--- src/rtl/dmem_ctrl.sv ---
// dmem_ctrl: word-banked data memory with valid/ready request/response handshake and RISC-V load/store decode.
// Optional macro DMEM_MISALIGNED_EN: word-crossing half/word accesses take an extra SPLIT edge instead of erroring.
module dmem_ctrl #(
    parameter int MEMSIZE = 64,
    parameter int LATENCY = 1
) (
    input  logic        clk,
    input  logic        rst_n,
    input  logic        req_valid,
    output logic        req_ready,
    input  logic        req_write,
    input  logic [31:0] req_addr,
    input  logic [31:0] req_wdata,
    input  logic [2:0]  req_funct3,
    output logic        resp_valid,
    input  logic        resp_ready,
    output logic [31:0] resp_rdata,
    output logic        resp_err
);

    localparam int WORDS = MEMSIZE / 4;
    localparam int AW    = $clog2(MEMSIZE);
    localparam int CW    = (LATENCY > 2) ? $clog2(LATENCY) : 1;

    typedef enum logic [2:0] {
        S_IDLE,
        S_WAIT,
        S_ACCESS,
`ifdef DMEM_MISALIGNED_EN
        S_SPLIT,
`endif
        S_RESP
    } state_t;

    state_t          r_state;
    logic [CW-1:0]   r_cnt;
    logic            r_write;
    logic [AW-1:0]   r_addr;
    logic [31:0]     r_wdata;
    logic [2:0]      r_f3;
    logic            r_err;
    logic            r_resp_valid;
    logic [31:0]     r_resp_rdata;
    logic            r_resp_err;
    logic [31:0]     r_lo;
    logic [31:0]     r_mem [WORDS];

    logic [1:0]      w_size_m1;
    logic            w_f3_bad;
    logic [32:0]     w_end;
    logic            w_oor;
    logic            w_misal;
    logic            w_req_err;
    logic [AW-3:0]   w_idx;
    logic [3:0]      w_mask;
    logic            w_we_lo;
    logic [31:0]     w_load;

    function automatic logic [1:0] f_size_m1(input logic [2:0] f3);
        case (f3[1:0])
            2'd1:    return 2'd1;
            2'd2:    return 2'd3;
            default: return 2'd0;
        endcase
    endfunction

    function automatic logic [31:0] f_extend(input logic [2:0] f3, input logic [31:0] d);
        case (f3)
            3'd0:    return {{24{d[7]}}, d[7:0]};
            3'd1:    return {{16{d[15]}}, d[15:0]};
            3'd4:    return {24'd0, d[7:0]};
            3'd5:    return {16'd0, d[15:0]};
            default: return d;
        endcase
    endfunction

    // Request decode: range check runs in 33 bits so addresses near 2^32 cannot wrap into range.
    assign w_size_m1 = f_size_m1(req_funct3);
    assign w_f3_bad  = (req_funct3[1:0] == 2'b11) || (req_funct3 == 3'd6) ||
                       (req_write && req_funct3[2]);
    assign w_end     = {1'b0, req_addr} + {31'd0, w_size_m1};
    assign w_oor     = w_end >= 33'(MEMSIZE);
    assign w_misal   = ((req_funct3[1:0] == 2'd1) && req_addr[0]) ||
                       ((req_funct3[1:0] == 2'd2) && (req_addr[1:0] != 2'd0));

    assign w_idx   = r_addr[AW-1:2];
    assign w_mask  = (r_f3[1:0] == 2'd0) ? 4'b0001 :
                     (r_f3[1:0] == 2'd1) ? 4'b0011 : 4'b1111;
    assign w_we_lo = (r_state == S_ACCESS) && r_write;

`ifdef DMEM_MISALIGNED_EN
    logic            r_split;
    logic [31:0]     r_hi;
    logic            w_cross;
    logic [AW-3:0]   w_idx_hi;
    logic [7:0]      w_be;
    logic [63:0]     w_wd;
    logic [63:0]     w_merged;
    logic            w_we_hi;

    assign w_cross   = ({1'b0, req_addr[1:0]} + {1'b0, w_size_m1}) > 3'd3;
    assign w_req_err = w_f3_bad || w_oor;
    assign w_idx_hi  = w_idx + 1'b1;
    assign w_be      = {4'd0, w_mask} << r_addr[1:0];
    assign w_wd      = {32'd0, r_wdata} << {r_addr[1:0], 3'b000};
    assign w_we_hi   = (r_state == S_SPLIT) && r_write;
    assign w_merged  = {r_hi, r_lo} >> {r_addr[1:0], 3'b000};
    assign w_load    = w_merged[31:0];
`else
    logic [3:0]      w_be;
    logic [31:0]     w_wd;

    assign w_req_err = w_f3_bad || w_oor || w_misal;
    assign w_be      = w_mask << r_addr[1:0];
    assign w_wd      = r_wdata << {r_addr[1:0], 3'b000};
    assign w_load    = r_lo >> {r_addr[1:0], 3'b000};
`endif

    // Storage and read capture; contents survive reset.
    always_ff @(posedge clk) begin
        for (int i = 0; i < 4; i++) begin
            if (w_we_lo && w_be[i])
                r_mem[w_idx][8*i +: 8] <= w_wd[8*i +: 8];
`ifdef DMEM_MISALIGNED_EN
            if (w_we_hi && w_be[4+i])
                r_mem[w_idx_hi][8*i +: 8] <= w_wd[32+8*i +: 8];
`endif
        end
        if (r_state == S_ACCESS)
            r_lo <= r_mem[w_idx];
`ifdef DMEM_MISALIGNED_EN
        if (r_state == S_SPLIT)
            r_hi <= r_mem[w_idx_hi];
`endif
    end

    always_ff @(posedge clk or negedge rst_n) begin
        if (!rst_n) begin
            r_state      <= S_IDLE;
            r_cnt        <= '0;
            r_write      <= 1'b0;
            r_addr       <= '0;
            r_wdata      <= '0;
            r_f3         <= '0;
            r_err        <= 1'b0;
            r_resp_valid <= 1'b0;
            r_resp_rdata <= '0;
            r_resp_err   <= 1'b0;
`ifdef DMEM_MISALIGNED_EN
            r_split      <= 1'b0;
`endif
        end else begin
            case (r_state)
                S_IDLE: begin
                    if (req_valid) begin
                        r_write <= req_write;
                        r_addr  <= req_addr[AW-1:0];
                        r_wdata <= req_wdata;
                        r_f3    <= req_funct3;
                        r_err   <= w_req_err;
                        r_cnt   <= '0;
`ifdef DMEM_MISALIGNED_EN
                        r_split <= w_cross;
`endif
                        if (w_req_err)
                            r_state <= S_RESP;
                        else if (LATENCY > 1)
                            r_state <= S_WAIT;
                        else
                            r_state <= S_ACCESS;
                    end
                end
                S_WAIT: begin
                    if (int'(r_cnt) >= LATENCY - 2)
                        r_state <= S_ACCESS;
                    else
                        r_cnt <= r_cnt + 1'b1;
                end
                S_ACCESS: begin
`ifdef DMEM_MISALIGNED_EN
                    r_state <= r_split ? S_SPLIT : S_RESP;
`else
                    r_state <= S_RESP;
`endif
                end
`ifdef DMEM_MISALIGNED_EN
                S_SPLIT: r_state <= S_RESP;
`endif
                S_RESP: begin
                    // Outputs are registered: the first RESP cycle loads them, later cycles hold until taken.
                    if (!r_resp_valid) begin
                        r_resp_valid <= 1'b1;
                        r_resp_err   <= r_err;
                        r_resp_rdata <= (r_err || r_write) ? 32'd0 : f_extend(r_f3, w_load);
                    end else if (resp_ready) begin
                        r_resp_valid <= 1'b0;
                        r_resp_err   <= 1'b0;
                        r_resp_rdata <= 32'd0;
                        r_state      <= S_IDLE;
                    end
                end
                default: r_state <= S_IDLE;
            endcase
        end
    end

    assign req_ready  = rst_n && (r_state == S_IDLE);
    assign resp_valid = r_resp_valid;
    assign resp_rdata = r_resp_rdata;
    assign resp_err   = r_resp_err;

endmodule

--- config.mk ---
export PLATFORM = sky130hd
export DESIGN_NAME = dmem_ctrl
export DESIGN_NICKNAME = d
export VERILOG_FILES = /design/src/rtl/dmem_ctrl.sv
export SDC_FILE = /design/constraint.sdc
export NUM_CORES = 1
export LEC_CHECK = 0
export ABC_CLOCK_PERIOD_IN_PS = 7500
export BUFFER_PORTS_ARGS = -buffer_cell sky130_fd_sc_hd__buf_4
export CAP_MARGIN = 40
export CORE_ASPECT_RATIO = 0.9
export CORE_MARGIN = 2
export CORE_UTILIZATION = 60
export CTS_CLUSTER_SIZE = 20
export DETAILED_ROUTE_END_ITERATION = 8
export PLACE_DENSITY = 0.78
export RECOVER_POWER = 25
export SYNTH_ARGS = -nofsm -noshare
export SYNTH_HDL_FRONTEND = slang
export SYNTH_SLANG_ARGS = --single-unit
--- constraint.sdc ---
create_clock -name clk -period 7.5 [get_ports clk]
set_input_delay 2.25 -clock clk [delete_from_list [all_inputs] [get_ports clk]]
set_output_delay 2.25 -clock clk [all_outputs]
set_load 0.1 [all_outputs]
## Word-level counts from Yosys, hierarchy flattened

Memories as Yosys holds them, arrays and structs flattened. A register that Yosys moved wholly into a read port is not among the register bits.
Cells that the tools add are included.

- $add $sub $neg: 1
- $lt $le $gt $ge: 1
- Equal/unequal tests: 15
- Shifts and indexed selects: 3
- Muxes and demuxes: 24
- Reduce and logical (&&, ||, !) cells: 22

Operator list:

| operator | count |
|---|---|
| case mux 32 bit (4 select lines) | 1 |
| two-way mux 32 bit | 3 |
| adder 32 x 2 -> 33 bit | 1 |
| greater-or-equal comparator 33 x 7 -> 1 bit (second input constant) | 1 |
| left shift 32 x 5 -> 32 bit | 1 |
| >> shifter 32 x 5 -> 32 bit | 1 |
| two-way mux 1 bit | 13 |
| case mux 3 bit (4 select lines) | 1 |
| == test 3 bit (second input constant) | 3 |
| logical AND 1 bit | 9 |
| two-way mux 3 bit | 3 |
| two-way mux 4 bit | 2 |
| != test 2 bit (second input constant) | 4 |
| == test 3 x 1 -> 1 bit (second input constant) | 2 |
| == test 3 x 2 -> 1 bit (second input constant) | 2 |
| zero test 3 bit | 2 |
| logical OR 1 bit | 6 |
| == test 2 x 1 -> 1 bit (second input constant) | 2 |
| == test 2 bit (second input constant) | 2 |
| case mux 2 bit (2 select lines) | 1 |
| AND reduction 2 bit | 2 |
| left shift 4 x 2 -> 4 bit | 1 |
| AND reduction 3 bit | 1 |
| zero test 2 bit | 1 |
| nonzero test 2 bit | 1 |

- Flip-flop bits (word level): 80
- Memory bits (writable): 512
- Input bits: 72
- Output and inout bits: 35
- Logic and storage cells: 76
- Memories: 1

Memory list:

| name | depth | width | read ports | clocked after memory_dff | wr ports | line | text |
|---|---|---|---|---|---|---|---|
| r_mem | 16 | 32 | 1 | 1 | 1 | 46 | `logic [31:0] r_mem [WORDS];` |

## Logic depth before layout (Yosys ltp)

Gate-level depths: netlist of the first run.

- Depth after elaboration: 9
- Gate-level depth with buffers: 12
- Mapped depth without buffers: 12

## Least setup slack after synthesis of the first run

Ideal clock, no wire load.

- Path type: in2out
- Start: in rst_n
- End: out req_ready
- Data arrival time: 4.432 ns
- Data required time: 5.250 ns
- Path slack: 0.818 ns
- Stages: 1
- Buffers on the path: 0
- Path through: nor3b_1

- Word-level cells in the longest chain between the ends: 1

Ends and longest elaborated chain:

| item | line | text |
|---|---|---|
| start, declared | 8 | `input logic rst_n,` |
| logical AND 1 bit | 207 | `assign req_ready = rst_n && (r_state == S_IDLE);` |
| end, declared | 10 | `output logic req_ready,` |

Every way passes these cells.

## Worst setup path after layout of the first run

- Start: reg r_addr[0]
- End: reg r_resp_rdata[28] (netlist: resp_rdata[28])

- Word-level cells in the longest chain between the ends: 4

Ends and longest elaborated chain:

| item | line | text |
|---|---|---|
| start, declared | 38 | `logic [AW-1:0] r_addr;` |
| start signal, assigned | 157 | `r_addr <= req_addr[AW-1:0];` |
| >> shifter 32 x 5 -> 32 bit | 116 | `assign w_load = r_lo >> {r_addr[1:0], 3'b000};` |
| case mux 32 bit (4 select lines) | 68 | `case (f3)` |
| two-way mux 32 bit | 194 | `r_resp_rdata <= (r_err \|\| r_write) ? 32'd0 : f_extend(r_f3, w_load);` |
| two-way mux 32 bit | 191 | `if (!r_resp_valid) begin` |
| end signal, assigned | 194 |  |
| end, declared | 43 | `logic [31:0] r_resp_rdata;` |

Every way passes these cells.
A chain may end at the register's enable or synchronous reset.

==> results.json, run 1 <==
{
  "min_period_over_period_pct": 75.8,
  "number_of_violations_reported_at_the_end_of_detailed_routing_iteration_0": 1711,
  "multi_input_comb_area_um2": 6700,
  "cts.root.buffer_cell": "clkbuf_16",
  "timing_max_transition_violations_final": 120,
  "clock_path_buffers": 3,
  "wire_per_inst_um": 28.4,
  "core_um2": 41800,
  "highest_clock_rate_mhz": 176,
  "layout-drive-gt1-share_pct": 30.1,
  "post_synth_inst_count": 1331,
  "final-setup-viol-count": 0,
  "clock_power_share_pct": 24.7,
  "p_sw_mw": 3.73,
  "ios": 107,
  "critical_path_required_ns": 8.00,
  "failed_checks": "capacitance limit, slew limit",
  "synthesized_net_count": 1409,
  "flip_flop_and_latch_area_um2": 18300,
  "power_leakage_nw": 9.73,
  "slew_headroom_pct": -133,
  "avgViaCountPerCell": 6.55,
  "final_antenna_net_count": 0,
  "syn_area_per_cell_um2": 19.0,
  "rsz_0062_raised_after_global_routing": "false",
  "power.sequential.fraction_pct": 45.2,
  "slowest_stage_cell_cp": "clkbuf_1",
  "cts_sinks": 623,
  "post-route-worst-setup-slack_ns": 1.82,
  "crit-reg2reg-launch": "r_addr[0]$_DFFE_PN0P_",
  "crit_path_start_kind": "flip-flop",
  "std_cell_rows": 71,
  "timing.hold.worst.start": "r_wdata[29]$_DFFE_PN0P_",
  "critical_path.most_common_cell": "clkbuf_1",
  "postSynthRegisterBits": 623,
  "setup.worst_path.end": "resp_rdata[28]$_DFFE_PN0P_",
  "status": "complete, but fails checks",
  "die_h_um": 199,
  "num_vias": 13600,
  "report.final.hold_viol_count": 0,
  "grt_max_degree": 111,
  "nFillCells": 2577,
  "first_pass_iters": 5,
  "drv_cap": 3,
  "clk_latency_ns": 0.62,
  "tritoncts": "yes",
  "drc_errors": 0,
  "die_w_um": 221,
  "timing_worst_slew_pin_value_ns": 3.49,
  "worst_r2r_endpoint": "resp_rdata[28]$_DFFE_PN0P_",
  "path_class": "flip-flop to flip-flop",
  "grt_overflow_total": 0,
  "totalWireLength_mm": 59.1,
  "critical_path.endpoint_type": "flip-flop",
  "place.detailed.hpwl_mm": 38.9,
  "n_antenna_cell": 0,
  "total_power_mw": 11.4,
  "finClkSkew_ns": 0.0200,
  "grt_antenna_before_repair": 1,
  "max-vdd-ir-drop_uv": 304,
  "tritoncts.num_buffers": 59,
  "worst_setup_hold_path_clk_slew_ns": 0.06,
  "track_usage_pct": 27.8,
  "worst_r2r_path_depth": 9,
  "grt_first_pass_wirelength_mm": 87.9,
  "placement.cell_area_um2": 27000,
  "cellInternalPower_mw": 7.68,
  "totalNegativeSetupSlack_ns": 0,
  "whs_ns": 0.502,
  "layout_net_count": 1566,
  "first_global_vias": 13800,
  "ys.warnings.count": 0,
  "power.combinational.fraction_pct": 30.0,
  "cp.arrival_ns": 6.19,
  "cellPowerDensity_nw_per_um2": 396,
  "timing.critical_path.from": "r_addr[0]$_DFFE_PN0P_",
  "worstHoldPathType": "flip-flop to flip-flop",
  "postCtsSetupRepairBufs": 0,
  "sw_frac_of_total_pct": 32.7,
  "post-route-min-period_ns": 5.68,
  "cts_resized": 0,
  "dp_slack_ns": 2.09,
  "start_util_pct": 60.6,
  "cts.hold.buffers_added": 0,
  "timing.critical_path.slowest_cell_delay_ns": 2.50,
  "die_area_um2": 43900,
  "layout.cell_area.non_filler_um2": 28800,
  "mappedNetlistArea_um2": 25300,
  "ys_types": 54,
  "place_congestion": 0.879,
  "cp_max_fo": 56,
  "place.port_buffers": 106,
  "critical_path.cell_chain": "clkbuf_1, nor2b_1, clkbuf_1, nand2_1, o21ai_0, mux2i_1, nor2_1, o21a_1, a22o_1",
  "layout-area-overhead-vs-synth_pct": 13.8,
  "cts-htree-levels": 2,
  "synth.yosys.seq_area_share_pct": 72.3,
  "worst-r2r-setup-slack_ns": 1.82
}
-- stage by stage --
stage	util [%]	std cells
2_1_floorplan	-	1331
3_3_place_gp	64.0	1930
3_5_place_dp	64.8	1971
4_1_cts	69.1	2081
5_1_grt	69.0	2084
6_report	69.0	2084
-- layer usage --
metal | track usage, % | vias up | wire length [um]
met3 | 5.37 | 118 | 5470
li1 | - | 5726 | -
met4 | 8.54 | 0 | 1630
met2 | 45.0 | 749 | 29000
met5 | 0 | - | 0
met1 | 39.1 | 7049 | 23000
-- cell families after synthesis --
| logic type | after synthesis | share of synthesized area, % |
|---|---|---|
| buffers and inverters | 83 | 1.25 |
| and+or+nand+nor | 250 | 4.97 |
| AOI/OAI and AO/OA | 123 | 3.33 |
| xor gates and xnor gates | 10 | 0.346 |
| muxes | 236 | 17.4 |
| DFF | 623 | 72.3 |
| adders and majority gates | 6 | 0.326 |
-- placed cells by master, fill, tap and decap left out, types with 7 or more instances in the layout --
master,count
edfxtp_1,544
and2_0,8
clkbuf_8,8
nand4_1,8
mux2_2,43
nand3_1,22
clkbuf_1,33
a211o_1,10
a22o_1,17
o21ai_0,32
nor2b_1,24
inv_1,8
clkinv_1,8
a211oi_1,11
clkbuf_16,60
a21oi_1,22
nor3_1,7
mux2i_1,33
nand2_1,66
clkinv_2,9
xnor2_1,8
nor2_1,81
buf_4,157
a32o_1,8
mux4_2,160
dfrtp_1,74
-- sequential cells by signal (all words and copies together) (netlist names) --
| signal | flops |
|---|---|
| r_addr | 6 |
| r_err | 1 |
| r_f3 | 3 |
| r_lo | 32 |
| r_mem | 512 |
| r_state | 2 |
| r_wdata | 32 |
| r_write | 1 |
| resp_err | 1 |
| resp_rdata | 32 |
| resp_valid | 1 |
-- layout make-up --
cell class	count	share of cell area, %
clock buffers	88	5.85
clock inverters	22	0.508
inverters	8	0.104
multi-input cells	625	23.2
flip-flops and latches	623	63.6
well taps	547	2.38
repair buffers	171	4.33
-- power groups by stage --
stage               logic [mW]  clock network [mW]  registers, mW
floorplan                 2.28                   0           5.09
global placement          3.21                   0           5.21
CTS                       3.44                2.85           5.14
detailed placement        3.40                   0           5.21
global route              3.65                2.99           5.19
finish                    3.43                2.82           5.16
-- how the worst min path moves through the flow --
| stage | to | cells past startpoint | slack [ns] |
|---|---|---|---|
| 2_1_floorplan | r_wdata[31]$_DFFE_PN0P_ | 1 | 0.47 |
| 3_3_place_gp | resp_rdata[15]$_DFFE_PN0P_ | 2 | 0.47 |
| 3_5_place_dp | r_wdata[29]$_DFFE_PN0P_ | 1 | 0.49 |
| 4_1_cts | r_wdata[29]$_DFFE_PN0P_ | 1 | 0.50 |
| 5_1_grt | r_wdata[27]$_DFFE_PN0P_ | 1 | 0.53 |
| 6_report | r_wdata[29]$_DFFE_PN0P_ | 1 | 0.50 |
-- cells in the mapped netlist, drive strengths merged --
master	n	area, um^2
buf	17	68.8
or3	1	6.26
xor2	2	17.5
clkbuf	58	218
dfrtp	79	1980
o21ai	35	175
nor4	4	61.3
a211o	11	97.6
xnor2	8	70.1
nand2b	1	6.26
nand2	66	248
o21a	3	22.5
o31a	2	17.5
or2	3	18.8
a21o	1	7.51
fa	1	20.0
nor2	81	304
a22oi	2	15.0
a32o	8	80.1
a31oi	3	18.8
a21oi	22	110
nor2b	24	150
edfxtp	544	16300
and2	12	75.1
and3	5	31.3
o31ai	1	7.51
nor3b	5	37.5
or4	2	15.0
a221o	1	10.0
a311oi	2	17.5
a211oi	11	82.6
o211ai	1	7.51
nor3	7	35.0
ha	5	62.6
mux2	43	484
nand3	22	110
mux4	160	3600
o311ai	1	8.76
mux2i	33	330
o22ai	1	6.26
a31o	1	8.76
and4	6	55.1
inv	8	30.0
a22o	17	149
nand4	11	105
-- worst max-delay path, delay by kind of cell, from the launching register on --
| family | cells | cell delay (ns) |
|---|---|---|
| buffers and inverters | 2 | 3.16 |
| AOI/OAI and AO/OA | 3 | 0.78 |
| DFF | 1 | 0.89 |
| and+or+nand+nor | 3 | 0.49 |
| muxes | 1 | 0.19 |
(Power assumes the default switching activity.)
==> run 2: changes to the inputs <==
--- a/config.mk
+++ b/config.mk
@@ -5,7 +5,7 @@
 export SDC_FILE = /design/constraint.sdc
 export NUM_CORES = 1
 export LEC_CHECK = 0
-export ABC_CLOCK_PERIOD_IN_PS = 7500
+export ABC_CLOCK_PERIOD_IN_PS = 5400
 export BUFFER_PORTS_ARGS = -buffer_cell sky130_fd_sc_hd__buf_4
 export CAP_MARGIN = 40
 export CORE_ASPECT_RATIO = 0.9
==> constraint.sdc (replaced) <==
create_clock -name clk -period 5.4 [get_ports clk]
set_input_delay 1.62 -clock clk [delete_from_list [all_inputs] [get_ports clk]]
set_output_delay 1.62 -clock clk [all_outputs]
set_load 0.1 [all_outputs]
==> results.json, run 2 (synthesis gave the netlist of run 1 again) <==
{
  "place_inst": 1995,
  "final_cell_count_no_fill": 2108,
  "highest_clock_rate_mhz": 226,
  "number_of_violations_reported_at_the_end_of_detailed_routing_iteration_0": 2103,
  "totalWireLength_mm": 61.4,
  "grt_antenna_before_repair": 2,
  "cts.hold.buffers_added": 0,
  "layout-area-overhead-vs-synth_pct": 15.4,
  "std_cell_rows": 71,
  "final_util_pct": 69.9,
  "cts-htree-levels": 2,
  "power_leakage_nw": 9.94,
  "critical_path.top_delay_family": "simple AND/OR/NAND/NOR gates",
  "cts_resized": 0,
  "max-vdd-ir-drop_uv": 665,
  "die_w_um": 221,
  "first_global_vias": 14000,
  "timing_max_transition_violations_final": 175,
  "layout-drive-gt1-share_pct": 31.5,
  "clock_path_buffers": 3,
  "global_routing_met2_resource_utilization_pct": 45.9,
  "die_area_um2": 43900,
  "avgViaCountPerCell": 6.66,
  "grt_first_pass_wirelength_mm": 90.6,
  "min_period_over_period_pct": 82.1,
  "layout_net_count": 1591,
  "drv_cap": 4,
  "die_h_um": 199,
  "timing_worst_slew_pin_value_ns": 2.97,
  "num_vias": 14000,
  "final-setup-viol-count": 0,
  "timing.critical_path.buf_inv": 1,
  "n_antenna_cell": 0,
  "place.detailed.hpwl_mm": 40.3,
  "finClkSkew_ns": 0.0201,
  "cellPowerDensity_nw_per_um2": 557,
  "most_frequent_cells_in_the_layout": "edfxtp_1 (544), buf_4 (175), mux4_2 (160)",
  "clk_latency_ns": 0.61,
  "mostFrequentLayoutCell": "edfxtp_1",
  "largest-register": "r_mem",
  "post-route-worst-setup-slack_ns": 0.967,
  "failed_checks": "capacitance limit, slew limit",
  "critical_path_required_ns": 5.62,
  "rsz_0062_raised_after_global_routing": "false",
  "placement.cell_area_um2": 27200,
  "slew_headroom_pct": -98.0,
  "track_usage_pct": 29.0,
  "largest_register_ff_count": 512,
  "report.final.hold_viol_count": 0,
  "core_um2": 41800,
  "slowest_stage_cell_cp": "clkbuf_1",
  "crit_path_start_kind": "flip-flop",
  "postCtsSetupRepairBufs": 0,
  "cp_max_fo": 34,
  "ios": 107,
  "tritoncts.num_buffers": 59,
  "cp.arrival_ns": 4.66,
  "grt_max_degree": 60,
  "totalNegativeSetupSlack_ns": 0,
  "wire_per_inst_um": 29.1,
  "dp_slack_ns": 0.834,
  "drc_errors": 0,
  "layout.cell_area.non_filler_um2": 29200,
  "cts.root.buffer_cell": "clkbuf_16",
  "status": "complete, but fails checks",
  "grt_overflow_total": 0,
  "place_congestion": 0.854,
  "final_antenna_net_count": 0,
  "critical_path.cell_chain": "nor2b_2, clkbuf_1, and2_1, o21a_1, nand2b_1, nor2_1",
  "worstHoldPathType": "flip-flop to flip-flop",
  "gr-usage-met3_pct": 5.54,
  "first_pass_iters": 5,
  "cts_sinks": 623,
  "path_class": "flip-flop to flip-flop",
  "worst_setup_hold_path_clk_slew_ns": 0.06,
  "place.port_buffers": 106,
  "start_util_pct": 60.6,
  "timing.critical_path.slowest_cell_delay_ns": 1.56,
  "critical_path.endpoint_type": "flip-flop",
  "post-route-min-period_ns": 4.43,
  "tritoncts": "yes",
  "gr_met1_demand_resource_pct": 41.5,
  "grt-busiest-layer": "met2"
}
==> run 2: where the power goes <==
group / internal, mW / leakage, nW / switching (mW)
Sequential: 6.55 / 5.98 / 0.723
Clock: 2.55 / 0.976 / 1.74
Combinational: 1.92 / 2.99 / 2.77
==> run 2: worst min-delay path, cell delays in order, from the launching register on <==
cell	delay (ns)
dfrtp_1	0.35
nand2_1	0.05
o21ai_0	0.06
==> run 2: stage by stage <==
stage,hold WS (ns),total power [mW]
after floorplan,0.473,10.2
after global placement,0.470,11.7
after detailed placement,0.483,12.0
after CTS,0.497,16.3
after global routing,0.509,16.8
final,0.491,16.3
==> run 2: area by class of cell <==
type | instances | area, um^2
multi-input cells | 625 | 6700
clock inverters | 34 | 400
clock buffers | 75 | 1630
inverters | 8 | 30.0
fillers | 2550 | 12500
well taps | 547 | 684
flip-flops and latches | 623 | 18300
repair buffers | 196 | 1440
==> run 2: layer usage <==
metal	wire length [um]	vias to the layer above	part of all wire (%)
li1	-	5757	-
met1	23400	7172	38
met2	29600	977	48
met3	6540	138	11
met4	1880	0	3.1
met5	0	-	0
==> run 2: worst paths after layout <==
path / from / endpoint / slack [ns] / depth (start not counted)
max: r_state[1]$_DFFE_PN0P_ / r_mem[8][13]$_DFFE_PP_ / 0.97 / 6
min: resp_rdata[11]$_DFFE_PN0P_ / resp_rdata[11]$_DFFE_PN0P_ / 0.49 / 2
max reg2reg: r_state[1]$_DFFE_PN0P_ / r_mem[8][13]$_DFFE_PP_ / 0.97 / 6
min reg2reg: resp_rdata[11]$_DFFE_PN0P_ / resp_rdata[11]$_DFFE_PN0P_ / 0.49 / 2
max in group asynchronous: rst_n / r_wdata[4]$_DFFE_PN0P_ / 3.34 / 2
min in group asynchronous: rst_n / resp_rdata[26]$_DFFE_PN0P_ / 0.95 / 1
==> run 3: changes to the inputs <==
--- a/config.mk
+++ b/config.mk
@@ -5,7 +5,7 @@
 export SDC_FILE = /design/constraint.sdc
 export NUM_CORES = 1
 export LEC_CHECK = 0
-export ABC_CLOCK_PERIOD_IN_PS = 5400
+export ABC_CLOCK_PERIOD_IN_PS = 4360
 export BUFFER_PORTS_ARGS = -buffer_cell sky130_fd_sc_hd__buf_4
 export CAP_MARGIN = 40
 export CORE_ASPECT_RATIO = 0.9
==> constraint.sdc (replaced) <==
create_clock -name clk -period 4.36 [get_ports clk]
set_input_delay 1.308 -clock clk [delete_from_list [all_inputs] [get_ports clk]]
set_output_delay 1.308 -clock clk [all_outputs]
set_load 0.1 [all_outputs]
==> results.json, run 3 (synthesis gave the netlist of run 1 again) <==
{
  "worst-r2r-setup-slack_ns": 0.79,
  "crit-reg2reg-launch": "r_state[0]$_DFFE_PN0P_",
  "number_of_violations_reported_at_the_end_of_detailed_routing_iteration_0": 1851,
  "final_antenna_net_count": 0,
  "n_antenna_cell": 0,
  "timing.critical_path.slowest_cell_delay_ns": 2.25,
  "largest-register": "r_mem",
  "layout-drive-gt1-share_pct": 29.9,
  "timing_worst_slew_pin_value_ns": 3.15,
  "layout-area-overhead-vs-synth_pct": 14.4,
  "grt_overflow_total": 0,
  "highest_clock_rate_mhz": 260,
  "critical_path_required_ns": 4.86,
  "tritoncts.num_buffers": 59,
  "sw_frac_of_total_pct": 32.9,
  "die_h_um": 199,
  "slew_headroom_pct": -110,
  "timing.critical_path.buf_inv": 2,
  "grt_antenna_before_repair": 0,
  "clock_path_buffers": 3,
  "final-setup-viol-count": 0,
  "finClkSkew_ns": 0.0184,
  "place.port_buffers": 106,
  "timing_max_transition_violations_final": 140,
  "report.final.hold_viol_count": 0,
  "critical_path.cell_chain": "buf_4, nor3b_1, clkbuf_1, mux2_2",
  "power.combinational.fraction_pct": 29.9,
  "die_w_um": 221,
  "hold_end": "resp_rdata[15]$_DFFE_PN0P_",
  "place.detailed.hpwl_mm": 37.9,
  "cts_sinks": 623,
  "clock_power_share_pct": 25.5,
  "multi_input_comb_area_um2": 6700,
  "totalWireLength_mm": 59.2,
  "num_vias": 13700,
  "timing.hold.worst.start": "resp_rdata[15]$_DFFE_PN0P_",
  "rsz_0062_raised_after_global_routing": "false",
  "post-route-min-period_ns": 3.84,
  "slowest_stage_cell_cp": "clkbuf_1",
  "drv_cap": 4,
  "critical_path.endpoint_type": "flip-flop",
  "die_area_um2": 43900,
  "postCtsSetupRepairBufs": 0,
  "clk_latency_ns": 0.64,
  "tritoncts": "yes",
  "place_congestion": 0.884,
  "core_um2": 41800,
  "first_global_vias": 13800,
  "cts.root.buffer_cell": "clkbuf_16",
  "failed_checks": "capacitance limit, slew limit",
  "std_cell_rows": 71,
  "whs_ns": 0.494,
  "mostFrequentLayoutCell": "edfxtp_1",
  "grt_first_pass_wirelength_mm": 88.3,
  "totalNegativeSetupSlack_ns": 0,
  "worstHoldPathType": "flip-flop to flip-flop",
  "ios": 107,
  "nFillCells": 2566,
  "worst_hold_path.num_cells": 2,
  "start_util_pct": 60.6,
  "most_frequent_cells_in_the_layout": "edfxtp_1 (544), mux4_2 (160), buf_4 (148)",
  "cts-htree-levels": 2,
  "p_sw_mw": 6.56,
  "layout_net_count": 1569,
  "cellPowerDensity_nw_per_um2": 689,
  "worst_setup_hold_path_clk_slew_ns": 0.06,
  "drc_errors": 0,
  "min_period_over_period_pct": 88.1,
  "crit_path_start_kind": "input pin",
  "final_util_pct": 69.4,
  "worst_r2r_path_depth": 3,
  "power.sequential.fraction_pct": 44.6,
  "worst_r2r_endpoint": "r_addr[4]$_DFFE_PN0P_",
  "cellInternalPower_mw": 13.4,
  "wire_per_inst_um": 28.3,
  "critical_path.top_delay_family": "buffers and inverters",
  "largest_register_ff_count": 512,
  "avgViaCountPerCell": 6.57,
  "status": "complete, but fails checks",
  "cts.hold.buffers_added": 0,
  "first_pass_iters": 5,
  "power_leakage_nw": 9.77,
  "grt_max_degree": 58,
  "max-vdd-ir-drop_uv": 905,
  "cp.arrival_ns": 4.34,
  "cts_resized": 0,
  "cp_max_fo": 43,
  "track_usage_pct": 27.9,
  "path_class": "input pin to flip-flop",
  "flip_flop_and_latch_area_um2": 18300
}
## run 3: routing by layer
layer / global-route usage, % / routed length [um]
met1: 39.1 / 23000
met2: 44.5 / 28800
met3: 6.44 / 5760
met4: 8.17 / 1580
met5: 0 / 0
## run 3: worst max path at each step
stage | start | endpoint | slack (ns) | cells past startpoint
3_5_place_dp | req_funct3[0] | r_state[0]$_DFFE_PN0P_ | 0.09 | 13
3_3_place_gp | req_funct3[0] | r_state[0]$_DFFE_PN0P_ | 0.15 | 13
5_1_grt | req_valid | r_wdata[29]$_DFFE_PN0P_ | 0.31 | 4
2_1_floorplan | req_funct3[0] | r_state[0]$_DFFE_PN0P_ | 0.49 | 12
6_report | req_valid | r_addr[4]$_DFFE_PN0P_ | 0.52 | 4
4_1_cts | req_funct3[0] | r_state[0]$_DFFE_PN0P_ | 0.75 | 13
## run 3: layout make-up
type / count / area share (%)
flip-flops and latches: 623 / 63.3
multi-input cells: 625 / 23.1
clock buffers: 85 / 5.57
repair buffers: 174 / 4.53
well taps: 547 / 2.36
clock inverters: 27 / 1.05
inverters: 8 / 0.104
## run 3: power by group through the flow
| stage | Combinational (mW) | Clock (mW) | Sequential [mW] |
|---|---|---|---|
| detailed placement | 5.90 | 0 | 8.98 |
| global route | 6.34 | 5.36 | 8.96 |
| floorplan | 3.92 | 0 | 8.75 |
| CTS | 5.99 | 5.14 | 8.87 |
| global placement | 5.31 | 0 | 9.20 |
| finish | 5.98 | 5.08 | 8.90 |
## run 3: worst min-delay path, delay by kind of cell, from the launching register on
kind            cells  cell delay [ns]
compound gates      1             0.06
simple gates        1             0.05
flops               1             0.35
## run 3: per-stage QoR
stage / power (mW) / std cells / setup WS (ns) / instance area [um^2]
3_3_place_gp: 14.5 / 1955 / 0.147 / 26900
4_1_cts: 20.0 / 2084 / 0.751 / 29000
3_5_place_dp: 14.9 / 1972 / 0.0936 / 27100
6_report: 20.0 / 2089 / 0.518 / 29000
5_1_grt: 20.7 / 2089 / 0.307 / 29000
2_1_floorplan: 12.7 / 1331 / 0.490 / 25300
